<file path="config.mk">
export PLATFORM = sky130hd
export DESIGN_NAME = denise_sprite_channel
export DESIGN_NICKNAME = d
export VERILOG_FILES = /design/src/rtl/denise_sprite_channel.sv
export SDC_FILE = /design/constraint.sdc
export NUM_CORES = 1
export LEC_CHECK = 0
export ABC_AREA = 1
export CELL_PAD_IN_SITES_DETAIL_PLACEMENT = 1
export CELL_PAD_IN_SITES_GLOBAL_PLACEMENT = 1
export CORE_ASPECT_RATIO = 1.5
export CORE_MARGIN = 2
export CORE_UTILIZATION = 32
export DETAILED_ROUTE_END_ITERATION = 7
export PLACE_DENSITY_LB_ADDON = 0.05
export SLEW_MARGIN = 20
export SYNTH_ARGS = -nofsm -noshare
export SYNTH_HDL_FRONTEND = slang
export SYNTH_SLANG_ARGS = --single-unit
</file>
<file path="constraint.sdc">
create_clock -name clk -period 3.8 [get_ports clk]
set_input_delay 0.38 -clock clk [delete_from_list [all_inputs] [get_ports clk]]
set_output_delay 0.38 -clock clk [all_outputs]
set_load 0.02 [all_outputs]
</file>
<file path="src/rtl/denise_sprite_channel.sv">
// One Denise hardware-sprite channel: position/control/data registers,
// horizontal comparator and a 16-pixel, 2-bitplane serialiser.
module denise_sprite_channel #(
  parameter logic [8:0] BASE = 9'h140
) (
  input  logic        clk,
  input  logic        reset,
  input  logic        clk7_en,
  input  logic [8:1]  reg_address_in,
  input  logic [15:0] data_in,
  input  logic [8:0]  hpos,
  output logic [1:0]  sprdata,
  output logic        nsprite,
  output logic        attach,
  output logic        active
);

  localparam logic [8:0] POS_ADDR  = BASE;
  localparam logic [8:0] CTL_ADDR  = BASE + 9'd2;
  localparam logic [8:0] DATA_ADDR = BASE + 9'd4;
  localparam logic [8:0] DATB_ADDR = BASE + 9'd6;

  logic [8:0]  r_hstart;
  logic [15:0] r_datla;
  logic [15:0] r_datlb;
  logic        r_attach;
  logic        r_armed;
  logic [15:0] r_shifta;
  logic [15:0] r_shiftb;
  logic [4:0]  r_count;

  logic w_posWr;
  logic w_ctlWr;
  logic w_dataWr;
  logic w_datbWr;
  logic w_match;

  assign w_posWr  = (reg_address_in == POS_ADDR[8:1]);
  assign w_ctlWr  = (reg_address_in == CTL_ADDR[8:1]);
  assign w_dataWr = (reg_address_in == DATA_ADDR[8:1]);
  assign w_datbWr = (reg_address_in == DATB_ADDR[8:1]);

  // Comparator sees the registers as they were before any write in this cycle.
  assign w_match = r_armed && (hpos == r_hstart);

  always_ff @(posedge clk) begin
    if (clk7_en) begin
      if (reset) begin
        r_hstart <= 9'd0;
        r_datla  <= 16'd0;
        r_datlb  <= 16'd0;
        r_attach <= 1'b0;
        r_armed  <= 1'b0;
      end else begin
        if (w_posWr) begin
          r_hstart[8:1] <= data_in[7:0];
        end
        if (w_ctlWr) begin
          r_hstart[0] <= data_in[0];
          r_attach    <= data_in[7];
          r_armed     <= 1'b0;
        end
        if (w_dataWr) begin
          r_datla <= data_in;
          r_armed <= 1'b1;
        end
        if (w_datbWr) begin
          r_datlb <= data_in;
        end
      end
    end
  end

  // A match always wins, so a retrigger mid-burst restarts from pixel 0.
  always_ff @(posedge clk) begin
    if (clk7_en) begin
      if (reset) begin
        r_shifta <= 16'd0;
        r_shiftb <= 16'd0;
        r_count  <= 5'd0;
      end else if (w_match) begin
        r_shifta <= r_datla;
        r_shiftb <= r_datlb;
        r_count  <= 5'd16;
      end else if (r_count != 5'd0) begin
        r_shifta <= {r_shifta[14:0], 1'b0};
        r_shiftb <= {r_shiftb[14:0], 1'b0};
        r_count  <= r_count - 5'd1;
      end
    end
  end

  assign sprdata = {r_shiftb[15], r_shifta[15]};
  assign nsprite = |sprdata;
  assign attach  = r_attach;
  assign active  = (r_count != 5'd0);

endmodule

</file>
# After elaboration in Yosys (flattened, before gate mapping)
# Cells that the tools add are included.
# Widths: inputs -> output; s select.
dict set report totals {
  out_inout_bits 5
  reg_bits 80
  input_bits 36
  wordCells 45
}
dict set report op_classes {
  muxes 13
  addsub 1
  reduce_logical 16
  eq_ne 5
}
# cell n
set op_table {}
lappend op_table {{$mux 16} 6}
lappend op_table {{$eq 8x8->1 const B} 4}
lappend op_table {{$reduce_and 2->1} 6}
lappend op_table {{$mux 5} 2}
lappend op_table {{$eq 9x9->1} 1}
lappend op_table {{$mux 8} 1}
lappend op_table {{$reduce_bool 2->1} 4}
lappend op_table {{$reduce_bool 3->1} 2}
lappend op_table {{$reduce_bool 5->1} 1}
lappend op_table {{$sub 5x1->5 const B} 1}
lappend op_table {{$mux 1} 4}
lappend op_table {{$reduce_or 2->1} 2}
lappend op_table {{$logic_and 1x1->1} 1}

# Logic depth before layout (Yosys ltp)
dict set report depth {
  depth_word 4
  depth_mapped 10
  depth_no_buf 9
}

# Worst setup path after synthesis
# OpenSTA, ideal clock, no wires.
dict set report synth_timing {
  path_kind {flip-flop to flip-flop}
  from {reg r_count[0]}
  to {reg r_count[0], enable pin}
  stages_incl_launch_ff 7
  slack_ns 0.593
  n_path_buf 0
  arrival_ns 2.763
  setup_time_ns 0.444
  required_ns 3.356
  period_less_slack_ns 3.207
  cell_sequence {edfxtp_1 > inv_1 > ha_1 > nand2_1 > or2_2 > nor2_1 > a21oi_1}
}
dict set report synth_between {
  elab_chain_len 3
}
# item line
set synth_rtl {}
lappend synth_rtl {{start: declaration} 30} ;# logic [4:0] r_count;
lappend synth_rtl {{start signal: assignment} 88} ;# r_count <= r_count - 5'd1;
lappend synth_rtl {{$reduce_bool 5->1} --}
lappend synth_rtl {{net active} 15} ;# output logic active
lappend synth_rtl {{$reduce_bool 3->1 (no line)} --}
lappend synth_rtl {{$reduce_and 2->1 (no line)} --}
# The timed path passes the listed nets, and every way through them passes these cells.
# A chain may end at the register's enable or synchronous reset.

# Final worst setup path
dict set report layout_timing {
  from {reg r_count[0]}
  to {out active}
}
dict set report layout_between {
  elab_chain_len 1
}
# item line
set layout_rtl {}
lappend layout_rtl {{$reduce_bool 5->1} 96} ;# assign active = (r_count != 5'd0);
lappend layout_rtl {{end: declaration} 15}
# Every way passes these cells.

==> metrics.md <==
| Metric | Value |
|---|---|
| Share of power burned in registers | 51.0% |
| Largest net degree at the start of global routing | 38 |
| Post-synth top cells | 80 x edfxtp_1, 69 x nand2_1, 40 x inv_1 |
| Hold Path Class | reg -> reg |
| H-tree depth | 3 |
| Worst Reg-to-Reg Cells | 9 |
| CTS tree | built |
| Core Box Area | 0.01147 mm2 |
| Cts repair resizes | 0 |
| DR top layer | met4 |
| Synth area leader | edfxtp_1 |
| Synth Cell Area | 0.003764 mm2 |
| Period minus WS final | 2.328 ns |
| Count leader, synth | edfxtp_1 |
| Total Wirelength | 7933 um |
| GRT overflow | 0 |
| # diodes | 0 |
| Cell Chain, Critical Path | inv_1, ha_1, nand2_1, or2_2, clkdlybuf4s50_1 |
| Clock Skews | 0.005518 ns |
| CP required | 3.42 ns |
| Crit path arrival time | 1.95 ns |
| Status | completed |
| Maximum clock path buffer count | 2 |
| CP Buf/Inv Count | 2 |
| Chip Height | 136.8 um |
| Die ar. | 0.01266 mm2 |
| Hold path depth | 2 |
| Main synth FF type | edfxtp_1 |
| Post-Route Setup TNS | 0 ns |
| DR vias | 2408 |
| Horiz. Die Dim | 92.55 um |
| Antenna violations before repair | 0 |
| Routability cong. | 0.7251 |
| Layout cells sized above 1 | 16.62% |
| EDFF count, synth | 80 |
| Synth top area share | 63.83% |
| DRC | 0 |
| WL met3 | 221 um |
| Wire length on met2 | 4051 um |
| Max-Cap Viols | 0 |
| Final Hold Vio Count | 0 |
| CP Launch Type | flip-flop |
| Worst Tran Pin Value | 0.5454 ns |
| Endpoint type of the worst setup path | primary output |
| Psw | 466.8 uW |
| Vias in the first global route | 2581 |
| YS warnings | 0 |
| Dpl hpwl | 5766 um |
| Crit path max fanout | 3 |
| P_int | 1628 uW |
| Critical Path Max Stage Delay | 0.55 ns |
| Clock power frac | 40.1% |
| Area contributors post-synth | edfxtp_1 64%, nand3_2 7.7%, nand2_1 6.9% |
| Static leakage power | 0.001830 uW |
| Mean Syn Cell Area | 11.47 um2 |
| Clock slew at reported path FFs | 0.06 ns |
| Headroom to the max-slew limit | 63.59% |
| Drt initial violations | 123 |
| Worst VDD drop | 0.2249 mV |
| Post-synthesis cell count | 328 |
| Gr usage total | 13.85% |
| Synthesis-stage register bit count | 80 |
| Fmax achieved | 0.4296 GHz |
| Register area share after synthesis | 63.83% |
| Setup violators final | 0 |
| Hold-fix buffers, CTS | 0 |
| First-pass GRT wire length | 13190 um |
| Setup Fix Bufs, Post-CTS | 0 |
| Via-per-instance ratio | 4.604 |
| WL/cell | 15.17 um |
| Area grow syn2layout | 21.68% |
| Combinational power share | 8.9% |
| Clk Latency, worst-skew pair | 0.33 ns |
| Crit path max-delay family | buffers and inverters |
| Max Slew Vio Count | 0 |
| Sw Share | 22.28% |
| IO Count | 41 |
| M1 WL | 3439 um |
| Async SR Flop Fraction | 0% |
| CP max stage cell | clkdlybuf4s50_1 |
| Clk root buf | clkbuf_16 |
| DRT Pass-1 Iters | 4 |
| Cell area after placement | 0.004292 mm2 |
| # nets final | 406 |
| Clk sink count | 80 |
| Levels on crit path | 5 |
| RSZ-0062 raised after global routing | no |
| Post-synth cell types | 27 |
| Pwr Density | 457.4 mW/mm2 |
| Port-buffer cells | 40 |
| Design Area, Final | 0.004579 mm2 |
| Syn_nets | 365 |
| Final period utilization | 61.26% |
| CTS buffer count | 9 |
| Rows | 48 |
| Initial core utilization | 32.81% |
| Setup CP Type | reg -> out |
| ANT nets after route | 0 |
[worst paths after layout]
kind | startpoint | to | slack, ns
max | r_count[0] | active | 1.47
min | r_datlb[0] | r_shiftb[0] | 0.55
max reg2reg | r_hstart[3] | r_count[2] | 1.67
min reg2reg | r_datlb[0] | r_shiftb[0] | 0.55
[placed cells by master, fill, tap and decap left out, types with 3 or more instances in the layout]
cell / count
clkbuf_16: 9
nand4_1: 32
xnor2_1: 5
nor2_1: 30
o21ai_1: 5
nand2_1: 69
or2_2: 3
buf_4: 9
nand3_2: 29
clkdlybuf4s50_1: 40
inv_1: 40
edfxtp_1: 80
nand3_1: 3
[per-stage QoR]
step | total power, uW | setup WS (ns) | instances | utilization, % | hold slack (ns)
floorplan | 1193 | 0.5932 | 328 | - | 0.5177
global placement | 1274 | 1.203 | 508 | 37.41 | 0.5282
detailed placement | 1280 | 1.166 | 508 | 37.41 | 0.5454
CTS | 2126 | 1.426 | 523 | 39.92 | 0.5612
global route | 2180 | 1.292 | 523 | 39.92 | 0.5755
finish | 2095 | 1.472 | 523 | 39.92 | 0.5521
[power by group through the flow]
stage	Combinational (uW)	Sequential, uW	Clock [uW]
floorplan	112	1080	0
global placement	188	1090	0
finish	186	1070	840
detailed placement	192	1090	0
global route	211	1080	894
CTS	192	1070	864
[tightest hold or removal path, stage by stage (launching register included)]
cell,delay (ns)
edfxtp_1,0.32
inv_1,0.04
nor2_1,0.08
[routing by layer]
metal,vias to the layer above,GRT usage (%)
met2,41,24.05
met3,13,2.423
li1,1212,-
met4,0,7.380
met1,1142,16.26
met5,-,0
[sequential cells by signal, indices dropped and copies added (netlist names)]
register and count:
r_hstart 9, r_armed 1, r_count 5, r_datla 16
r_shiftb 16, r_datlb 16, attach 1, r_shifta 16
[final cells by class]
type / instances / area [um2]
clock buffers: 10 / 229.0
flip-flops and latches: 80 / 2402
well taps: 150 / 187.7
clock inverters: 5 / 58.81
fillers: 1269 / 6892
inverters: 41 / 153.9
multi-input cells: 188 / 1080
repair buffers: 49 / 467.9
[logic make-up after synthesis]
group,count (synthesis),share of synthesized area [%]
adder cells (fa/ha/maj),1,0.3324
XOR/XNOR,5,1.164
AND/OR/NAND/NOR,172,25.13
buffers and inverters,60,7.779
AO/OA/AOI/OAI,10,1.762
flip-flops,80,63.83
(Power assumes the default switching activity.)
